### config.mk
export PLATFORM = sky130hd
export DESIGN_NAME = cnn_row_assembler
export DESIGN_NICKNAME = d
export VERILOG_FILES = /design/src/rtl/cnn_row_assembler.sv
export SDC_FILE = /design/constraint.sdc
export NUM_CORES = 1
export LEC_CHECK = 0
export ABC_CLOCK_PERIOD_IN_PS = 19500
export CORE_MARGIN = 3
export CORE_UTILIZATION = 55
export CTS_CLUSTER_SIZE = 24
export DETAILED_ROUTE_END_ITERATION = 7
export PLACE_DENSITY = 0.88
export SKIP_CTS_REPAIR_TIMING = 1
export SYNTH_ARGS = -nofsm -noshare
export SYNTH_HDL_FRONTEND = slang
export SYNTH_SLANG_ARGS = --single-unit
export TNS_END_PERCENT = 100
### constraint.sdc
create_clock -name clock_i -period 19.5 [get_ports clock_i]
set_clock_uncertainty 0.2 [all_clocks]
set_input_delay 4.875 -clock clock_i [delete_from_list [all_inputs] [get_ports clock_i]]
set_output_delay 4.875 -clock clock_i [all_outputs]
set_load 0.01 [all_outputs]
### src/rtl/cnn_row_assembler.sv
// Assembles a scalar pixel stream into complete image rows using two ping-pong banks,
// presenting each finished row with its image-row index and last-row tag.
module cnn_row_assembler #(
    parameter int WIDTH       = 28,
    parameter int HEIGHT      = 28,
    parameter int VALUE_BITS  = 8,
    parameter int IN_CHANNELS = 1,
    parameter int DATA_BITS   = 32,
    localparam int IDX_W      = (HEIGHT > 1) ? $clog2(HEIGHT) : 1
) (
    input  logic                                              clock_i,
    input  logic                                              reset_i,
    input  logic [DATA_BITS-1:0]                              in_data_i,
    input  logic                                              in_valid_i,
    output logic                                              upstream_stall_o,
    output logic [WIDTH-1:0][IN_CHANNELS-1:0][VALUE_BITS-1:0] out_row_o,
    output logic                                              out_row_valid_o,
    input  logic                                              out_row_ready_i,
    output logic [IDX_W-1:0]                                  out_row_idx_o,
    output logic                                              out_last_row_o
);

    localparam int CHAN_W = (IN_CHANNELS > 1) ? $clog2(IN_CHANNELS) : 1;
    localparam int COL_W  = (WIDTH > 1) ? $clog2(WIDTH) : 1;

    typedef logic [WIDTH-1:0][IN_CHANNELS-1:0][VALUE_BITS-1:0] row_t;

    row_t [1:0]            bank_q, bank_d;
    logic [1:0][IDX_W-1:0] idx_q, idx_d;
    logic [1:0]            full_q, full_d;
    logic                  wr_bank_q, wr_bank_d;
    logic                  rd_bank_q, rd_bank_d;
    logic [CHAN_W-1:0]     chan_q, chan_d;
    logic [COL_W-1:0]      col_q, col_d;
    logic [IDX_W-1:0]      row_q, row_d;

    logic accept, pop, last_chan, last_col, last_row;

    // Only the low VALUE_BITS of each stream word carry data.
    logic unused_upper_bits;
    assign unused_upper_bits = ^in_data_i;

    assign upstream_stall_o = full_q[wr_bank_q];
    assign accept           = in_valid_i && !full_q[wr_bank_q];
    assign pop              = full_q[rd_bank_q] && out_row_ready_i;
    assign last_chan        = (chan_q == CHAN_W'(IN_CHANNELS - 1));
    assign last_col         = (col_q == COL_W'(WIDTH - 1));
    assign last_row         = (row_q == IDX_W'(HEIGHT - 1));

    assign out_row_valid_o = full_q[rd_bank_q];
    assign out_row_o       = bank_q[rd_bank_q];
    assign out_row_idx_o   = idx_q[rd_bank_q];
    assign out_last_row_o  = out_row_valid_o && (out_row_idx_o == IDX_W'(HEIGHT - 1));

    always_ff @(posedge clock_i or posedge reset_i) begin
        if (reset_i) begin
            bank_q    <= '0;
            idx_q     <= '0;
            full_q    <= '0;
            wr_bank_q <= 1'b0;
            rd_bank_q <= 1'b0;
            chan_q    <= '0;
            col_q     <= '0;
            row_q     <= '0;
        end else begin
            bank_q    <= bank_d;
            idx_q     <= idx_d;
            full_q    <= full_d;
            wr_bank_q <= wr_bank_d;
            rd_bank_q <= rd_bank_d;
            chan_q    <= chan_d;
            col_q     <= col_d;
            row_q     <= row_d;
        end
    end

    // A pop and a row completion in the same cycle always address different banks,
    // so both updates to full_d can be applied independently.
    always_comb begin
        bank_d    = bank_q;
        idx_d     = idx_q;
        full_d    = full_q;
        wr_bank_d = wr_bank_q;
        rd_bank_d = rd_bank_q;
        chan_d    = chan_q;
        col_d     = col_q;
        row_d     = row_q;

        if (pop) begin
            full_d[rd_bank_q] = 1'b0;
            rd_bank_d         = ~rd_bank_q;
        end

        if (accept) begin
            bank_d[wr_bank_q][col_q][chan_q] = in_data_i[VALUE_BITS-1:0];
            if (!last_chan) begin
                chan_d = chan_q + CHAN_W'(1);
            end else begin
                chan_d = '0;
                if (!last_col) begin
                    col_d = col_q + COL_W'(1);
                end else begin
                    col_d             = '0;
                    full_d[wr_bank_q] = 1'b1;
                    idx_d[wr_bank_q]  = row_q;
                    wr_bank_d         = ~wr_bank_q;
                    row_d             = last_row ? '0 : row_q + IDX_W'(1);
                end
            end
        end
    end

endmodule

==> reports/results.txt, run 1 <==
The half-perimeter wire length of the detailed placement result came out at 29600 um. The die is 202 um tall. The setup slack of the most critical reg-to-reg path was 16.61 ns; the clock slew seen by the registers of the worst setup and hold paths was 0.06 ns. The first global-routing pass estimated 78500 um of wire.

In this run the number of H-tree levels came out at 2. Once the floorplan was initialized, standard cells occupied 56.0% of the core. For the final cell count without fillers, the log shows 2150.

For this run, the total global-route usage over all layers was measured as 24.6%. The slew at the pin with the worst max-slew slack is 1.29 ns. Relative to the synthesized area, the layout overhead comes to 20.6%. After detailed placement, the design holds a cell count of 2057. Clock net sink count: 472. The run gives 0.0255 mm2 as the final non-filler cell area.

The post-layout total power was 3.70 mW. Ratio of final minimum period to clock period: 44.4%. The biggest area consumer among synthesized cells is sky130_fd_sc_hd__dfrtp_1.

In the final routed layout, each cell accounts on average for 23.3 um. The worst setup path is of the reg -> out kind. The cell sitting at the root of the clock tree is a sky130_fd_sc_hd__clkbuf_16.

Traced cell by cell, the critical path runs through buf_12, mux2_2, clkdlybuf4s50_1. For the worst-skew pair, the clock arrives at the later sink with an insertion delay of 0.58 ns. In this run the power density over the cells is 145 mW/mm2. For this run the aggregate overflow at the end of global routing stands at 0. Yosys attributes the largest share of cell area to sky130_fd_sc_hd__dfrtp_1 56%, sky130_fd_sc_hd__mux2_2 36%, sky130_fd_sc_hd__mux2_1 1.1%, sky130_fd_sc_hd__clkbuf_1 0.92%, sky130_fd_sc_hd__nor2_4 0.80%. Counting along the longest clock path gives a buffer depth of 3.

Max-cap check violation count: 0. The library cell used most frequently in the layout, excluding fill and tap cells, is sky130_fd_sc_hd__mux2_2. Cell count after synthesis: 1389. The floorplan die area is 0.0408 mm2. The tools report the number of pins exceeding their max-slew limit in the final report as 0.

In the final design database the tool counted 1639 nets. The share of the Yosys chip area taken by registers is 55.9%. TritonCTS built the clock tree. The worst-case IR drop observed on VDD is 0.105 mV.

Before antenna repair, the detailed router went through 4 iterations. The wire length after detailed routing came out at 50000 um. Flop and latch count out of synthesis: 472.

Setup violations remaining at the end of the flow were counted as 0. The worst min-delay path category was reg -> reg. The run finished with clean final reports. In the routed design, unresolved DRC markers number 0. The run gives 0.115 GHz as the timing-limited maximum frequency. The type of element capturing the critical path is an output port. The number of cell rows is 71. During placement, the flow inserted port buffers numbering 243.

The net count of the mapped netlist was 1430; the delay of the slowest critical-path stage was 1.15 ns. For the standby leakage power, the log shows 12.1 nW. At the end of routability-driven placement, the weighted congestion stood at 0.764.

The fill cell instance count of the final layout is 2569, and the share of the synthesized area in the top cell type is 55.9%. The top cell types in the final layout, fill and taps aside, are 675 x sky130_fd_sc_hd__mux2_2, 471 x sky130_fd_sc_hd__dfrtp_1, 235 x sky130_fd_sc_hd__clkdlybuf4s50_1. On the critical path, the stage with the largest delay is an instance of sky130_fd_sc_hd__dfrtp_4. The tools report the floorplan core area as 0.0378 mm2. For the worst setup path, the data required time is 14.43 ns. Using the TritonRoute via totals, the vias-per-cell ratio works out to 5.69. The fraction of layout cells with a size suffix above 1 works out to 50.3%. During synthesis, Yosys emitted a total of 0 warnings. Once placement finished, the instance area stood at 0.0238 mm2. The final hold violation count is 0, and the number of CTS-inserted buffers is 50. After synthesis, the mean cell area works out to 15.2 um2. Aggregate negative setup slack: 0 ns. The iteration-0 DRC count of the detailed router came out at 548. At the worst endpoint, the arrival time is 3.59 ns.

For the count of vias placed by the detailed router, the log shows 12200. The worst path needs 8.66 ns of the cycle, external delays included. From left edge to right edge, the die measures 202 um.

Entering global routing, the biggest net connects 178 pins. Summing every instance area after synthesis gives 0.0211 mm2. Along the worst path, the maximum fanout reaches 151.

The number of antenna violations at the first check in global routing is 1, and the number of global-route vias before repair is 13500. The netlist uses 46 different library cells. STA classifies the critical path startpoint as a flip-flop. In this run the tightest slew margin relative to its limit is 14.1%.

Setup repair after global routing left no endpoint under its margin. In this run the count of I/O pins placed on the die edge is 268. The tools report the remaining antenna violation count after routing as 0.
worst max-delay path, delay by kind of cell (launching register included):
| kind | cells | cell delay [ns] |
|---|---|---|
| buffers and inverters | 2 | 1.12 |
| DFF | 1 | 1.15 |
| muxes | 1 | 0.41 |
layer usage:
layer	vias to the layer above	global-route usage, %	part of all wire, %
met4	0	7.95	2.5
met3	85	4.41	5.1
met1	6449	33.9	44
met2	294	40.1	48
li1	5415	-	-
met5	-	0	0
sequential cells by signal, summed over array words and instances, names as in the netlist:
signal and cells:
wr_bank_q 1, row_q 5, idx_q 10, col_q 5, full_q 2, rd_bank_q 1
bank_q 448
kinds of logic after synthesis:
group | after synthesis | share of synthesized area [%]
muxes | 696 | 37.1
DFF | 472 | 55.9
buffers and inverters | 103 | 2.21
and+or+nand+nor | 98 | 4.05
AOI/OAI and AO/OA | 15 | 0.450
adders and majority gates | 5 | 0.296
final cells by class:
class | count | area, um2 | share of cell area [%]
flip-flops and latches | 472 | 11800 | 46.4
well taps | 511 | 639 | 2.51
repair buffers | 251 | 2480 | 9.72
clock buffers | 80 | 1550 | 6.07
multi-input cells | 814 | 8850 | 34.7
clock inverters | 12 | 105 | 0.413
inverters | 9 | 41.3 | 0.162
diodes | 1 | 2.50 | 0.00982
Yosys cell counts, drive strengths merged:
cell	instances
o311ai	1
mux2	695
nand4b	4
nand3	2
or3	2
nand2b	1
nor4	4
clkbuf	52
and3b	3
o31ai	1
a21o	1
a2bb2oi	1
nor2	28
ha	5
mux2i	1
nand3b	4
nor2b	1
and4bb	4
a21boi	1
nand2	34
dfrtp	472
nand4	2
nor3b	4
nor3	2
a41oi	1
or3b	3
a31oi	1
a21oi	5
buf	42
inv	9
o21ai	3
power breakdown:
part	total [mW]	internal [mW]	switching [mW]
logic	1.26	0.746	0.513
registers	1.50	1.29	0.211
clock network	0.943	0.557	0.386
total	3.70	2.59	1.11
per-stage QoR:
step	util, %	worst slack [ns]	hold WS, ns
global route	67.5	10.70	0.296
CTS	67.5	10.84	0.282
finish	67.5	10.84	0.283
detailed placement	63.1	11.25	0.268
floorplan	-	1.26	0.252
global placement	63.1	11.38	0.261
final timing paths:
kind | start | endpoint | cells past startpoint
max | rd_bank_q$_DFFE_PP0N_ | out_row_o[126] | 3
min | idx_q[6]$_DFFE_PP0P_ | idx_q[6]$_DFFE_PP0P_ | 1
max reg2reg | col_q[4]$_DFFE_PP0P_ | idx_q[8]$_DFFE_PP0P_ | 3
min reg2reg | idx_q[6]$_DFFE_PP0P_ | idx_q[6]$_DFFE_PP0P_ | 1
max in group asynchronous | reset_i | bank_q[155]$_DFFE_PP0P_ | 4
min in group asynchronous | reset_i | bank_q[264]$_DFFE_PP0P_ | 2
(Power assumes the default switching activity.)
==> run 2: changes to the inputs <==
ABC_CLOCK_PERIOD_IN_PS = 8900   (was 19500)
clock period = 8.9 ns   (was 19.5 ns; I/O delays follow)
==> reports/results.txt, run 2 (synthesis results as in run 1) <==
The logs give 3.72 ns (-7.53 ns) for the post-placement worst setup slack and 0.57 ns (about the same) for the source-to-sink clock delay at the later pin of the worst-skew pair. The slew at the pin with the worst max-slew slack is 1.26 ns (-0.0274 ns), and the clock slew seen by the registers of the worst setup and hold paths is 0.06 ns (about the same). The design internal power is 5.65 mW (+120%), and the largest net degree at the start of global routing is 160 (-10%).

The aggregate negative setup slack was 0 ns (unchanged). The tools report the detailed-routing iteration count for the pre-antenna-repair pass as 4 (unchanged). Ratio of final minimum period to clock period: 65.2%.

The worst hold path begins at idx_q[6]$_DFFE_PP0P_. The fraction of layout cells with a size suffix above 1 is 50.5% (+0.22 points), and the number of CTS-inserted buffers is 47 (-6.0%). The logs give 71 (unchanged) for the number of cell rows and 34.7% (+0.7 points) for the part of the power in combinational logic. The run gives 3.10 ns (-7.74 ns) as the setup slack of the critical path after layout. For this run, the top clock speed supported by timing is 0.172 GHz.

The delay of the slowest critical-path stage works out to 0.91 ns (-0.24 ns). The beginning of the worst register-to-register path is col_q[4]$_DFFE_PP0P_. The tools report the floorplan core area as 0.0378 mm2 (unchanged).

The flow ran to the end, and the final reports show no timing, DRC or antenna violations. The number of pins exceeding their max-slew limit in the final report came out at 0 (unchanged). The kind of critical path was reg -> out. The maximum VDD drop is 0.203 mV (+93%), and the power per cell area is 315 mW/mm2 (+120%).

The critical path starts at rd_bank_q$_DFFE_PP0N_. The wire length after detailed routing was 48400 um (-3.2%). The count of vias placed by the detailed router was 12100 (-0.91%). Walking the worst path, the cells encountered are buf_4, mux2_2, clkdlybuf4s50_1. The logs give 268 (unchanged) for the number of ports placed on the die boundary and 23.9% (-0.67 points) for the total global routing track utilization.

The tightest slew margin relative to the limit is 15.9% (+1.8 points), and the half-perimeter wire length of the detailed placement result is 29100 um (-1.6%). For the cell count after placement, the log shows 2061 (+0.19%). Setup repair after global routing left no endpoint under its margin. The starting utilization of the core area is 56.0% (unchanged). The routed wire length per instance was 22.6 um (-3.0%). The switching share of power was 29.6% (-0.42 points); the data arrival time of the critical path was 3.38 ns (-0.21 ns). The library cells used most frequently in the layout, excluding fill and tap cells, are 675 x sky130_fd_sc_hd__mux2_2, 471 x sky130_fd_sc_hd__dfrtp_1, 235 x sky130_fd_sc_hd__clkdlybuf4s50_1. The flip-flop count of the largest register after layout is 448 (unchanged).

The register with the highest flop count is bank_q. For the wire length of the first global-routing pass, the log shows 76800 um (-2.2%). The final hold violation count was 0 (unchanged); the worst-case clock buffer depth was 3 (unchanged). The data required time of the critical path was 6.48 ns (-7.95 ns); the relative area change from synthesis to final layout was 20.4%. For the floorplan die area, the log shows 0.0408 mm2 (unchanged). The run gives 0.281 ns (-0.00198 ns) as the worst hold slack. The number of setup violations in the final report is 0 (unchanged). The library cell used most frequently in the layout, excluding fill and tap cells, is sky130_fd_sc_hd__mux2_2. The tools report the clock net sink count as 472 (unchanged).

Number of antenna violations at the first check in global routing: 0 (-1). The run gives 6.09 ns (-10.52 ns) as the setup slack of the most critical reg-to-reg path. The number of global-route vias before repair was 13200 (-2.1%).

The run gives 0 (unchanged) as the count of unresolved DRC violations after routing. The critical-path maximum fanout was 76 (-50%). The height of the chip came out at 202 um (unchanged). The remaining antenna violation count after routing was 0 (unchanged).

The path class of the tightest hold or removal check is reg -> reg. The final net count was 1640 (+0.061%). The type of element capturing the critical path was an output port.

The run gives 40.3% (-0.2 points) as the sequential share of power. The tools report the number of levels the H-tree was split into as 2 (unchanged). The port buffer count was 243 (unchanged); the final design utilization was 67.4% (-0.12 points). The sum of buffers and inverters on the critical path came out at 2 (unchanged). The run gives 0.741 (-3.0%) as the last weighted congestion value of the routability-driven placer. Final cell count without fillers: 2145 (-0.23%).

The slowest stage of the critical path belongs to the cell sky130_fd_sc_hd__buf_4. The cell sitting at the root of the clock tree is a sky130_fd_sc_hd__clkbuf_16. The standby leakage power is 12.1 nW (-0.13%), and the clock period minus worst slack is 5.80 ns. The worst setup path is launched from a flip-flop. Grouping stages by cell kind, the critical path spends the most delay in buffers and inverters. Max-cap check violation count: 0 (unchanged).

In the final layout, the registers with the most flip-flops are bank_q x448, idx_q x10. TritonCTS built the clock tree. The width of the die was 202 um (unchanged); the switching component of the power was 2.37 mW (+110%). The iteration-0 DRC count of the detailed router was 493 (-10%); the global-route congestion overflow total was 0 (unchanged). Detailed-route vias per instance: 5.66 (-0.68%). The run gives 25.0% (-0.5 points) as the relative contribution of the clock network to total power.
[run 2: cell types whose count changed in the layout (fill, tap and decap cells not counted), sizes merged]
cell	before	now
buf	16	20
bufinv	1	4
clkbuf	80	69
clkinv	9	8
[run 2: path summary, 6_finish.rpt]
kind,end,depth (start not counted)
hold / removal,idx_q[6]$_DFFE_PP0P_,1
setup / recovery,out_row_o[117],3
hold reg to reg,idx_q[6]$_DFFE_PP0P_,1
max in group asynchronous,bank_q[318]$_DFFE_PP0P_,3
min in group asynchronous,bank_q[270]$_DFFE_PP0P_,2
setup reg to reg,idx_q[8]$_DFFE_PP0P_,3
[run 2: power groups by stage]
stage               logic (mW)  clock network [mW]  registers (mW)
CTS                       2.81                2.05            3.24
global placement          2.73                   0            3.20
finish                    2.78                2.01            3.23
detailed placement        2.78                   0            3.27
floorplan                 1.81                   0            3.08
global route              2.95                2.12            3.33
[run 2: area by class of cell]
cell class                      instances  area (um2)
Tap cell                              511         639
Clock buffer                           69        1390
Timing Repair Buffer                  255        2520
Sequential cell                       472       11800
Multi-Input combinational cell        814        8850
Antenna cell                            1        2.50
Fill cell                            2597       12300
Clock inverter                         14         180
Inverter                                9        37.5
[run 2: layer usage]
| layer | share of wire [%] | wire, um | global-route usage (%) | vias to the layer above |
|---|---|---|---|---|
| met3 | 5.7 | 2740 | 5.23 | 60 |
| met5 | 0 | 0 | 0 | - |
| met4 | 1.9 | 922 | 6.45 | 0 |
| met2 | 48 | 23400 | 39.3 | 272 |
| met1 | 44 | 21400 | 32.6 | 6404 |
| li1 | - | - | - | 5395 |
[run 2: per-stage QoR]
step | power [mW] | area, um2
global placement | 5.93 | 23900
floorplan | 4.89 | 21100
CTS | 8.09 | 25400
detailed placement | 6.05 | 23900
finish | 8.02 | 25400
global route | 8.40 | 25400
==> run 3: changes to the inputs <==
ABC_CLOCK_PERIOD_IN_PS = 4950   (was 8900)
CORE_UTILIZATION = 50   (was 55)
PLACE_DENSITY = 0.85   (was 0.88)
clock period = 4.95 ns   (was 8.9 ns; I/O delays follow)
==> reports/results.txt, run 3 (synthesis results as in run 1) <==
For the fill cell instance count of the final layout, the log shows 3031 (+17%). The number of levels the H-tree was split into is 2 (unchanged). The slew at the pin with the worst max-slew slack was 1.26 ns (-0.00503 ns); the data required time of the critical path was 3.51 ns (-2.97 ns). Type of element capturing the critical path: an output port. The logs give 50800 um (+5.0%) for the wire length after detailed routing and 0.744 (+0.49%) for the last weighted congestion value of the routability-driven placer. The logs give 0 (unchanged) for the max-cap check violation count and 0.0413 mm2 (+9.4%) for the floorplan core area. Counting flops per register, the top entry is bank_q. The tools report the wire length on met2 as 24300 um (+4.0%).

The tools report the tightest slew margin relative to the limit as 16.2% (+0.34 points). Subtracting the final worst setup slack from the clock period gives 4.33 ns. The detailed-routing iteration count for the pre-antenna-repair pass is 5 (+1). For the worst hold slack, the log shows 0.288 ns (+0.00661 ns). The run gives 0.0448 mm2 (+9.7%) as the floorplan die area.

The sum of routed wire segments on met1 is 22400 um (+4.6%). The largest registers in the layout are bank_q x448, idx_q x10. TritonCTS built the clock tree.

The flip-flop count of the largest register after layout works out to 448 (unchanged). The amount of wire on met3 after detailed routing was 2930 um (+7.1%); the maximum VDD drop was 0.351 mV (+73%). The tools report the timing-limited maximum frequency as 0.231 GHz. The run gives 12400 (+2.1%) as the count of vias placed by the detailed router. The run gives 0.58 ns (about the same) as the source-to-sink clock delay at the later pin of the worst-skew pair.

The buffer type at the clock tree root was sky130_fd_sc_hd__clkbuf_16. The run finished with clean final reports. The run gives 2.89 ns (-0.49 ns) as the data arrival time of the critical path. The tools report the number of CTS-inserted buffers as 48 (+2.1%). For the number of setup violations in the final report, the log shows 0 (unchanged).

The top cell types in the final layout, fill and taps aside, are 675 x sky130_fd_sc_hd__mux2_2, 471 x sky130_fd_sc_hd__dfrtp_1, 235 x sky130_fd_sc_hd__clkdlybuf4s50_1. For the number of pins exceeding their max-slew limit in the final report, the log shows 0 (unchanged). The highest routing layer actually used was met4.

The area of placed instances is 0.0240 mm2 (+0.66%), and the count of unresolved DRC violations after routing is 0 (unchanged). The power per cell area was 567 mW/mm2 (+80%). The tools report the wire length of the first global-routing pass as 79900 um (+4.2%).

The critical-path maximum fanout is 43 (-43%), and the remaining antenna violation count after routing is 0 (unchanged). The number of antenna violations at the first check in global routing came out at 0 (unchanged). The total global routing track utilization is 23.2% (-0.75 points). The width of the die is 212 um (+4.7%). The tools report the standby leakage power as 12.2 nW (+0.77%).

Detailed-route vias per instance: 5.67 (+0.29%). Dividing the final minimum period by the clock period gives 87.4%. Setup repair after global routing left no endpoint under its margin. The kind of start point of the critical path was a flip-flop. The global-route congestion overflow total is 0 (unchanged).

The launch point of the critical path was rd_bank_q$_DFFE_PP0N_. The logs give 51.2% (-4.8 points) for the starting utilization of the core area and 268 (unchanged) for the number of ports placed on the die boundary. The startpoint identified for the worst register-to-register timing path is col_q[2]$_DFFE_PP0P_. The library cell used most frequently in the layout, excluding fill and tap cells, is sky130_fd_sc_hd__mux2_2. The routed wire length per instance is 23.3 um (+3.1%).

The delay of the slowest critical-path stage is 0.87 ns (-0.04 ns). The post-layout total power was 14.5 mW (+81%); the port buffer count was 243 (unchanged). The worst hold path begins at bank_q[264]$_DFFE_PP0P_.

The antenna diode count came out at 0 (-1). The tools report the final hold violation count as 0 (unchanged). The final non-filler cell area came out at 0.0256 mm2 (+0.80%). Cell count after placement: 2096 (+1.7%).

The half-perimeter wire length of the detailed placement result was 32000 um (+10%); the number of global-route vias before repair was 13400 (+1.9%). The tools report the number of cell rows as 74 (+4.2%). The final net count is 1655 (+0.91%). The relative area change from synthesis to final layout was 21.3%. For the final cell count without fillers, the log shows 2184 (+1.8%).

The worst-case clock buffer depth was 3 (unchanged); the height of the chip was 212 um (+4.7%). Walking the worst path, the cells encountered are buf_4, mux2_2, clkdlybuf4s50_1. Iteration-0 DRC count of the detailed router: 583 (+18%).

On the critical path, the stage with the largest delay is an instance of sky130_fd_sc_hd__dfrtp_4. The clock net sink count is 472 (unchanged). The largest net degree at the start of global routing came out at 120 (-25%). The clock slew seen by the registers of the worst setup and hold paths works out to 0.06 ns (about the same).

In this run the worst hold path is classified as reg -> reg. Fraction of layout cells with a size suffix above 1: 51.0% (+0.51 points). The kind of critical path is reg -> out.
-- run 3: cell types whose count changed in the layout (fill, tap and decap cells not counted), sizes merged --
| cell | change |
|---|---|
| bufinv | -2 |
| clkinvlp | +2 |
| inv | +1 |
| clkinv | -2 |
| diode | -1 |
| buf | +14 |
| clkbuf | +6 |
-- run 3: area by class of cell --
type                            instances  area [um2]  share of cell area, %
Multi-Input combinational cell        814        8850                   34.5
Tap cell                              532         666                   2.60
Clock buffer                           75        1480                   5.79
Clock inverter                         13         134                  0.522
Timing Repair Buffer                  269        2650                   10.3
Sequential cell                       472       11800                   46.1
Inverter                                9        37.5                  0.146
-- run 3: worst paths after layout --
kind                                      endpoint  slack, ns  cells after the start
min in group asynchronous   bank_q[51]$_DFFE_PP0P_       0.87                      2
setup / recovery                     out_row_o[24]       0.62                      3
setup reg to reg           bank_q[269]$_DFFE_PP0P_       2.34                      3
max in group asynchronous   bank_q[23]$_DFFE_PP0P_       2.59                      4
hold reg to reg            bank_q[264]$_DFFE_PP0P_       0.29                      1
hold / removal             bank_q[264]$_DFFE_PP0P_       0.29                      1
-- run 3: worst max-delay path: cells and delay by family, from the launching register on --
kind | cells | cell delay [ns]
multiplexers | 1 | 0.39
flip-flops | 1 | 0.87
buffers and inverters | 2 | 1.03
-- run 3: stage by stage --
step | setup WS [ns] | utilization (%) | TNS, ns
floorplan | -2.88 | - | -1359.52
global placement | 1.10 | 58.2 | 0
detailed placement | 1.05 | 58.2 | 0
CTS | 0.538 | 62.1 | 0
global route | 0.504 | 62.1 | 0
finish | 0.621 | 62.1 | 0
-- run 3: report_power, final --
group	internal (mW)	switching, mW
sequential	5.07	0.764
combinational	2.96	2.09
clock	2.16	1.50
total	10.2	4.35
-- run 3: routing by layer --
| layer | GRT usage (%) | vias to the layer above |
|---|---|---|
| met5 | 0 | - |
| met3 | 4.89 | 77 |
| met2 | 37.6 | 301 |
| met4 | 6.84 | 0 |
| li1 | - | 5436 |
| met1 | 31.8 | 6574 |
